===== src/rtl/pattern_matcher_if.sv =====
// Beat, pattern-load and result signals of pattern_matcher grouped as one bus.
// The match_cnt member exists only when MATCH_CNT_EN is defined.
interface pattern_matcher_if #(
  parameter int WIDTH     = 8,
  parameter int CNT_WIDTH = 16
);
  logic                 pat_load;
  logic [WIDTH-1:0]     pat_in;
  logic [WIDTH-1:0]     mask_in;
  logic                 in_valid;
  logic [WIDTH-1:0]     data_in;
  logic [WIDTH-1:0]     xnor_out;
  logic                 out_valid;
  logic                 match;
  logic                 locked;
`ifdef MATCH_CNT_EN
  logic [CNT_WIDTH-1:0] match_cnt;
`endif

  modport master (
    output pat_load, pat_in, mask_in, in_valid, data_in,
    input  xnor_out, out_valid, match, locked
`ifdef MATCH_CNT_EN
    , match_cnt
`endif
  );

  modport slave (
    input  pat_load, pat_in, mask_in, in_valid, data_in,
    output xnor_out, out_valid, match, locked
`ifdef MATCH_CNT_EN
    , match_cnt
`endif
  );
endinterface


===== src/rtl/pattern_matcher.sv =====
// Masked pattern compare with 1-cycle result latency and a SEARCH/TRACK/LOCKED run detector.
// Define MATCH_CNT_EN to add the saturating match_cnt counter.
module pattern_matcher #(
  parameter int WIDTH      = 8,
  parameter int LOCK_COUNT = 3,
  parameter int CNT_WIDTH  = 16
) (
  input  logic              clk,
  input  logic              rst_n,
  pattern_matcher_if.slave  bus
);
  localparam int RUN_W = $clog2(LOCK_COUNT + 1);

  typedef enum logic [1:0] {SEARCH, TRACK, LOCKED} state_t;

  if (WIDTH < 1 || LOCK_COUNT < 1 || LOCK_COUNT > 255 || CNT_WIDTH < 2) begin : g_bad_param
    $error("pattern_matcher: parameter out of range");
  end

  state_t           state_reg;
  logic [RUN_W-1:0] run_reg;
  logic [WIDTH-1:0] pattern_reg;
  logic [WIDTH-1:0] mask_reg;
  logic [WIDTH-1:0] xnor_reg;
  logic             out_valid_reg;
  logic             match_reg;
  logic             locked_reg;

  logic [WIDTH-1:0] xnor_now;
  logic [WIDTH-1:0] bit_ok;
  logic             match_now;
  logic [RUN_W-1:0] run_inc;
  logic             run_done;

  for (genvar gi = 0; gi < WIDTH; gi++) begin : g_bit
    assign xnor_now[gi] = ~(bus.data_in[gi] ^ pattern_reg[gi]);
    assign bit_ok[gi]   = xnor_now[gi] | ~mask_reg[gi];
  end

  assign match_now = &bit_ok;
  assign run_inc   = run_reg + RUN_W'(1);
  assign run_done  = (run_inc == RUN_W'(LOCK_COUNT));

  always_ff @(posedge clk or negedge rst_n) begin
    if (!rst_n) begin
      state_reg     <= SEARCH;
      run_reg       <= '0;
      pattern_reg   <= '0;
      mask_reg      <= '0;
      xnor_reg      <= '0;
      out_valid_reg <= 1'b0;
      match_reg     <= 1'b0;
      locked_reg    <= 1'b0;
    end else begin
      out_valid_reg <= bus.in_valid;
      if (bus.in_valid) begin
        xnor_reg  <= xnor_now;
        match_reg <= match_now;
      end

      if (bus.pat_load) begin
        // The beat in this cycle still reports its result, but the run restarts.
        pattern_reg <= bus.pat_in;
        mask_reg    <= bus.mask_in;
        state_reg   <= SEARCH;
        run_reg     <= '0;
        locked_reg  <= 1'b0;
      end else if (bus.in_valid) begin
        case (state_reg)
          SEARCH, TRACK: begin
            // run is 0 in SEARCH, so run_done there means LOCK_COUNT == 1.
            if (match_now) begin
              run_reg <= run_inc;
              if (run_done) begin
                state_reg  <= LOCKED;
                locked_reg <= 1'b1;
              end else begin
                state_reg  <= TRACK;
              end
            end else begin
              state_reg <= SEARCH;
              run_reg   <= '0;
            end
          end
          LOCKED: begin
            if (!match_now) begin
              state_reg  <= SEARCH;
              run_reg    <= '0;
              locked_reg <= 1'b0;
            end
          end
          default: begin
            state_reg  <= SEARCH;
            run_reg    <= '0;
            locked_reg <= 1'b0;
          end
        endcase
      end
    end
  end

  assign bus.xnor_out  = xnor_reg;
  assign bus.out_valid = out_valid_reg;
  assign bus.match     = match_reg;
  assign bus.locked    = locked_reg;

`ifdef MATCH_CNT_EN
  logic [CNT_WIDTH-1:0] cnt_reg;

  always_ff @(posedge clk or negedge rst_n) begin
    if (!rst_n) begin
      cnt_reg <= '0;
    end else if (bus.in_valid && match_now && (cnt_reg != {CNT_WIDTH{1'b1}})) begin
      cnt_reg <= cnt_reg + CNT_WIDTH'(1);
    end
  end

  assign bus.match_cnt = cnt_reg;
`endif
endmodule


===== src/flat_wrapper.sv =====
// flat-port wrapper written by rule: the top's interface ports become plain ports
module pattern_matcher_flat 
#(
  parameter int WIDTH      = 8,
  parameter int LOCK_COUNT = 3,
  parameter int CNT_WIDTH  = 16
)
  (clk, rst_n, bus_pat_load, bus_pat_in, bus_mask_in, bus_in_valid, bus_data_in, bus_xnor_out, bus_out_valid, bus_match, bus_locked);
  pattern_matcher_if #(.WIDTH(WIDTH), .CNT_WIDTH(CNT_WIDTH)) bus_i ();
  input  logic clk;
  input  logic rst_n;
  input wire logic [$bits(bus_i.pat_load)-1:0] bus_pat_load;
  input wire logic [$bits(bus_i.pat_in)-1:0] bus_pat_in;
  input wire logic [$bits(bus_i.mask_in)-1:0] bus_mask_in;
  input wire logic [$bits(bus_i.in_valid)-1:0] bus_in_valid;
  input wire logic [$bits(bus_i.data_in)-1:0] bus_data_in;
  output wire logic [$bits(bus_i.xnor_out)-1:0] bus_xnor_out;
  output wire logic [$bits(bus_i.out_valid)-1:0] bus_out_valid;
  output wire logic [$bits(bus_i.match)-1:0] bus_match;
  output wire logic [$bits(bus_i.locked)-1:0] bus_locked;
  assign bus_i.pat_load = bus_pat_load;
  assign bus_i.pat_in = bus_pat_in;
  assign bus_i.mask_in = bus_mask_in;
  assign bus_i.in_valid = bus_in_valid;
  assign bus_i.data_in = bus_data_in;
  assign bus_xnor_out = bus_i.xnor_out;
  assign bus_out_valid = bus_i.out_valid;
  assign bus_match = bus_i.match;
  assign bus_locked = bus_i.locked;
  pattern_matcher #(.WIDTH(WIDTH), .LOCK_COUNT(LOCK_COUNT), .CNT_WIDTH(CNT_WIDTH)) u_core (.clk(clk), .rst_n(rst_n), .bus(bus_i));
endmodule

===== config.mk =====
export PLATFORM = sky130hd
export DESIGN_NAME = pattern_matcher_flat
export DESIGN_NICKNAME = d
export VERILOG_FILES = /design/src/rtl/pattern_matcher_if.sv /design/src/rtl/pattern_matcher.sv /design/src/flat_wrapper.sv
export SDC_FILE = /design/constraint.sdc
export NUM_CORES = 1
export LEC_CHECK = 0
export BUFFER_PORTS_ARGS = -buffer_cell sky130_fd_sc_hd__clkbuf_2
export CAP_MARGIN = 20
export CELL_PAD_IN_SITES_DETAIL_PLACEMENT = 2
export CELL_PAD_IN_SITES_GLOBAL_PLACEMENT = 2
export CORE_MARGIN = 2
export CORE_UTILIZATION = 29
export DETAILED_ROUTE_END_ITERATION = 10
export GPL_TIMING_DRIVEN = 0
export HOLD_SLACK_MARGIN = 0.12
export PLACE_DENSITY = 0.83
export SLEW_MARGIN = 20
export SYNTH_ARGS = -nofsm -noshare
export SYNTH_HDL_FRONTEND = slang
export SYNTH_SLANG_ARGS = --single-unit

===== constraint.sdc =====
create_clock -name clk -period 1.8 [get_ports clk]
set_clock_uncertainty 0.15 [all_clocks]
set_input_delay 0.09 -clock clk [delete_from_list [all_inputs] [get_ports clk]]
set_output_delay 0.09 -clock clk [all_outputs]
set_load 0.02 [all_outputs]

# After elaboration in Yosys (flattened, before gate mapping)
# Index checks and enable logic that the tools add are counted.
dict set report word_totals {
  regBits 31
  latchBits 0
  mem_bits_rw 0
  mem_bits_ro 0
  inputBits 28
  output_inout_bits 11
  mem_count 0
}
dict set report op_classes {
  addsub 1
  multipliers 0
  n_div 0
  order_cmp 0
  n_eq_ne 6
  n_shift 0
  n_mux 16
  bitwise_logic 32
  reduce_logical 6
}
# op count
set op_table {}
lappend op_table {{two-way mux 2 bit} 8}
lappend op_table {{inverter 1 bit} 16}
lappend op_table {{bitwise OR 1 bit} 8}
lappend op_table {{case mux 2 bit (2 select lines)} 2}
lappend op_table {{AND reduction 8 bit} 1}
lappend op_table {{XOR 1 bit} 8}
lappend op_table {{inequality test 3 x 2 -> 1 bit (second input constant)} 2}
lappend op_table {{two-way mux 1 bit} 5}
lappend op_table {{== test 2 bit (second input constant)} 2}
lappend op_table {{AND reduction 4 bit} 1}
lappend op_table {{inequality test 3 bit (second input constant)} 1}
lappend op_table {{adder 2 x 1 -> 2 bit (second input constant)} 1}
lappend op_table {{== test 2 x 1 -> 1 bit (second input constant)} 1}
lappend op_table {{logical NOT 2 bit} 1}
lappend op_table {{case mux 1 bit (2 select lines)} 1}
lappend op_table {{AND reduction 2 bit} 1}
lappend op_table {{nonzero test 2 bit} 1}
lappend op_table {{OR reduction 2 bit} 1}

# Longest topological paths before layout
dict set report logic_depth {
  ltp_word 8
  mapped_depth 5
}

# Worst setup path before layout
# No wires, ideal clock.
dict set report synth_timing {
  path_kind {reg2reg}
  start {register u_core.pattern_reg[1]}
  end {register u_core.run_reg[1]}
  setup_ps 75
  t_arrival_ps 1485
  path_slack_ps 91
  stages_incl_launch_ff 6
  path_cell_list {dfrtp_1 xor2_1 a22oi_1 nand2_1 or4_4 o2bb2ai_2}
}
dict set report synth_between {
  elab_chain_cells 8
  word_cells_on_any_way 10
  classes_between {1 x eq/ne; 4 x mux; 3 x bitwise; 2 x reduce/logical}
}
# item line_no
set synth_rtl {}
lappend synth_rtl {{from (decl)} pattern_matcher.sv:22} ;# logic [WIDTH-1:0] pattern_reg;
lappend synth_rtl {{from (signal assigned)} pattern_matcher.sv:63} ;# pattern_reg <= bus.pat_in;
lappend synth_rtl {{XOR 1 bit *} pattern_matcher.sv:36} ;# assign xnor_now[gi] = ~(bus.data_in[gi] ^ pattern_reg[gi]);
lappend synth_rtl {{inverter 1 bit *} pattern_matcher.sv:36}
lappend synth_rtl {{bitwise OR 1 bit *} pattern_matcher.sv:37} ;# assign bit_ok[gi] = xnor_now[gi] | ~mask_reg[gi];
lappend synth_rtl {{AND reduction 8 bit *} pattern_matcher.sv:40} ;# assign match_now = &bit_ok;
lappend synth_rtl {{two-way mux 2 bit} pattern_matcher.sv:72} ;# if (match_now) begin
lappend synth_rtl {{case mux 2 bit (2 select lines)} pattern_matcher.sv:69} ;# case (state_reg)
lappend synth_rtl {{two-way mux 2 bit} pattern_matcher.sv:68} ;# end else if (bus.in_valid) begin
lappend synth_rtl {{two-way mux 2 bit} pattern_matcher.sv:61} ;# if (bus.pat_load) begin
lappend synth_rtl {{to (signal assigned)} pattern_matcher.sv:73} ;# run_reg <= run_inc;
lappend synth_rtl {{to (decl)} pattern_matcher.sv:21} ;# logic [RUN_W-1:0] run_reg;
# Mark *: on every way between the ends. The rest lies on a longest branch, timed or not. The select of a mux whose other input is x is not followed.
# A chain may end at the register's enable or synchronous reset.

# Worst setup path after layout
dict set report layout_timing {
  start {register u_core.pattern_reg[3]}
  end {register u_core.run_reg[1]}
}
# Same word-level chain as after synthesis.

==> impl_metrics.tcl <==
set metrics [dict create \
    cts_inserted_buffers 5 \
    via_count_of_the_first_global_routing_pass 1367 \
    detailed_route_iter0_violations 19 \
    path_class "reg -> reg" \
    diodes 0 \
    ys_seq_area_share_pct 57.62 \
    finalCritPeriodShare_pct 98.86 \
    synth_cell_type_count 22 \
    slew_at_the_pin_closest_to_its_max_slew_limit_ns 0.8183 \
    run_status "finished clean" \
    whs_path_depth 4 \
    synth_cells 104 \
    worst-path-max-fanout 5 \
    routed-via-count 1128 \
    static-leakage-power_nw 1.019 \
    ant_nets 0 \
    routed_wl_um 4780 \
    setup_violations 0 \
    worst_flop_to_flop_path_endpoint "u_core.run_reg[1]$_DFFE_PN0P_" \
    grt_first_pass_wirelength_um 7479 \
    min_delay_worst_endpoint "u_core.bus.xnor_out[4]$_DFFE_PN0P_" \
    timing.hold.worst.class "in -> reg" \
    post_detailed_route_wirelength_per_cell_um 20.08 \
    core_area_mm2 0.004414 \
    clk_root_buffer_cell "clkbuf_8" \
    clkSinkCount 31 \
    r2r_start "u_core.pattern_reg[3]$_DFFE_PN0P_" \
    crit_chain "xor2_1 -> a22oi_2 -> nand2_2 -> or4_4 -> o2bb2ai_2" \
    reg2reg_setup_slack_ns 0.02 \
    row_count 24 \
    numPlacedInstances 194 \
    mostFrequentLayoutCell "clkbuf_2" \
    arrival_ns 1.84 \
    grt.total_usage_pct 19.94 \
    detailedPlace.worstSlack_ns -0.1043 \
    detail_route.first_pass.iterations 4 \
    grt_setup_unrepaired "yes" \
    finalWeightedCongestion 0.8454 \
    ios 39 \
    synth.ff_latch_count 31 \
    worst_ir_drop_vdd_uv 509.4 \
    initial_core_utilization_pct 30.50 \
    port-buffer-count 38 \
    rr_worst_depth 5 \
    final_layout_size_suffix_gt1_share_pct 46.24 \
    final_net_count 214 \
    max-cap-violations 0 \
    cts_tree "yes" \
    worst_path_dominant_cell_family "simple AND/OR/NAND/NOR gates" \
    synth.cell_area_mm2 0.001346 \
    fp.dieArea_mm2 0.005203 \
    synth_warnings 0 \
    max-clock-path-buffers 2 \
    areaGrowthSynthToFinish_pct 56.60 \
    pin_count_of_the_biggest_net_entering_global_routing 32 \
    globalRouteOverflowTotal 0 \
    place_hpwl_um 2515 \
    timing.max_slew.rel_slack_pct 45.45 \
    synthesis.nets 133 \
    setup_ws_ns 0.02059 \
    critical_path.max_stage_delay_ns 0.52 \
    layout_min_cycle_time_ns 1.779 \
    die_width_um 72.14 \
    clk_latency_ns 0.29 \
    critPathBufInv 0 \
    crit_required_ns 1.87 \
    layout.cells.most_common_list "clkbuf_2, dfrtp_1, dlygate4sd3_1, mux2_2, buf_4" \
    vias_per_cell 4.739 \
    worst_hold_startpoint "bus_data_in[4]" \
    antenna_violations_before_repair 0 \
    postSynthAreaPerCell_um2 12.95 \
    cp_slowest_cell "or4_4" \
    setup.worst_path.end_class "flip-flop" \
    final_cells 238 \
    drcViolationCount 0 \
    cts.htree.levels 2 \
    power_per_cell_area_mw_per_mm2 889.3 \
    fmaxAchievable_mhz 562.0 \
    fp.dieH_um 72.14 \
    fin_hold_viols 0 \
    crit_path_start_kind "flip-flop" \
    clk_transition_reported_paths_ns 0.07 \
    drv_slew 0 \
]
[repair_timing]
item,in CTS,in global routing
endpoints found under the hold margin,59,0
setup buffers,2,9
hold buffers,27,0
resized for setup,4,12
endpoints found under the setup margin,3,5
pin swaps,4,15
[synthesized netlist by cell type]
cell / number / share of area [%]
mux2i_1: 8 / 5.9
nor3_1: 1 / 0.37
a21oi_1: 1 / 0.37
a211o_2: 1 / 0.74
o2bb2ai_2: 1 / 1.1
o21ai_2: 1 / 0.65
xor2_1: 8 / 5.2
buf_1: 3 / 0.84
a22o_1: 2 / 1.3
dfrtp_1: 31 / 58
or4_4: 1 / 0.84
nor2_1: 3 / 0.84
nand3_1: 1 / 0.37
o32ai_1: 1 / 0.65
ha_1: 1 / 0.93
nand2b_1: 1 / 0.46
or3_1: 1 / 0.46
inv_1: 10 / 2.8
a22oi_1: 4 / 2.2
o21ai_0: 1 / 0.37
mux2_2: 17 / 14
nand2_1: 6 / 1.7
[stage by stage]
| stage | hold WS (ns) | util (%) | instance area [um2] | setup TNS [ns] | power, mW |
|---|---|---|---|---|---|
| 3_5_place_dp | 0.06689 | 36.28 | 1602 | -0.2812 | 1.163 |
| 6_report | 0.2219 | 47.76 | 2108 | 0 | 1.875 |
| 3_3_place_gp | 0.04485 | 36.28 | 1602 | -0.08659 | 1.138 |
| 2_1_floorplan | -0.3556 | - | 1346 | 0 | 1.018 |
| 4_1_cts | 0.3012 | 44.98 | 1986 | -0.03970 | 1.780 |
| 5_1_grt | 0.2963 | 47.76 | 2108 | -0.1053 | 1.980 |
[per-layer routing]
metal / vias up / track usage (%) / wire [um]
met1: 574 / 21.18 / 1693
met4: 0 / 4.822 / 40
met5: - / 0 / 0
li1: 514 / - / -
met2: 34 / 37.82 / 2814
met3: 6 / 6.389 / 231
[layout make-up]
type,count,area (um2)
Sequential cell,31,775.7
Multi-Input combinational cell,60,598.1
Clock buffer,7,76.32
Inverter,10,37.54
Fill cell,443,2306
Clock inverter,1,5.005
Timing Repair Buffer,74,538.0
Tap cell,52,65.06
Buffer,3,12.51
[how the worst max path moves through the flow]
stage                                           start                       endpoint  slack (ns)  cells after the start
detailed placement  u_core.pattern_reg[1]$_DFFE_PN0P_  u_core.run_reg[1]$_DFFE_PN0P_       -0.10                      5
floorplan           u_core.pattern_reg[1]$_DFFE_PN0P_  u_core.run_reg[1]$_DFFE_PN0P_        0.09                      5
CTS                 u_core.pattern_reg[7]$_DFFE_PN0P_  u_core.run_reg[1]$_DFFE_PN0P_       -0.04                      5
finish              u_core.pattern_reg[3]$_DFFE_PN0P_  u_core.run_reg[1]$_DFFE_PN0P_        0.02                      5
global route        u_core.pattern_reg[1]$_DFFE_PN0P_  u_core.run_reg[1]$_DFFE_PN0P_       -0.04                      5
global placement    u_core.pattern_reg[1]$_DFFE_PN0P_  u_core.run_reg[1]$_DFFE_PN0P_       -0.06                      5
[worst register-to-register path: cells and delay by family, from the launching register on]
kind             cells  cell delay [ns]
AND/OR/NAND/NOR      2             0.65
flip-flops           1             0.40
AO/OA/AOI/OAI        2             0.33
XOR/XNOR             1             0.19
[cells by family after synthesis]
kind of cell    after synthesis  share of synthesized area [%]
simple gates                 14                          5.018
xor+xnor                      8                          5.205
buf+inv                      13                          3.625
flops                        31                          57.62
compound gates               12                          7.434
fa+ha+maj                     1                         0.9292
mux                          25                          20.17
[power by group]
part	switching [mW]	internal, mW
combinational	0.247	0.242
clock	0.275	0.271
sequential	0.0622	0.776
total	0.585	1.29
No activity file was read; power rests on OpenSTA's default activity.
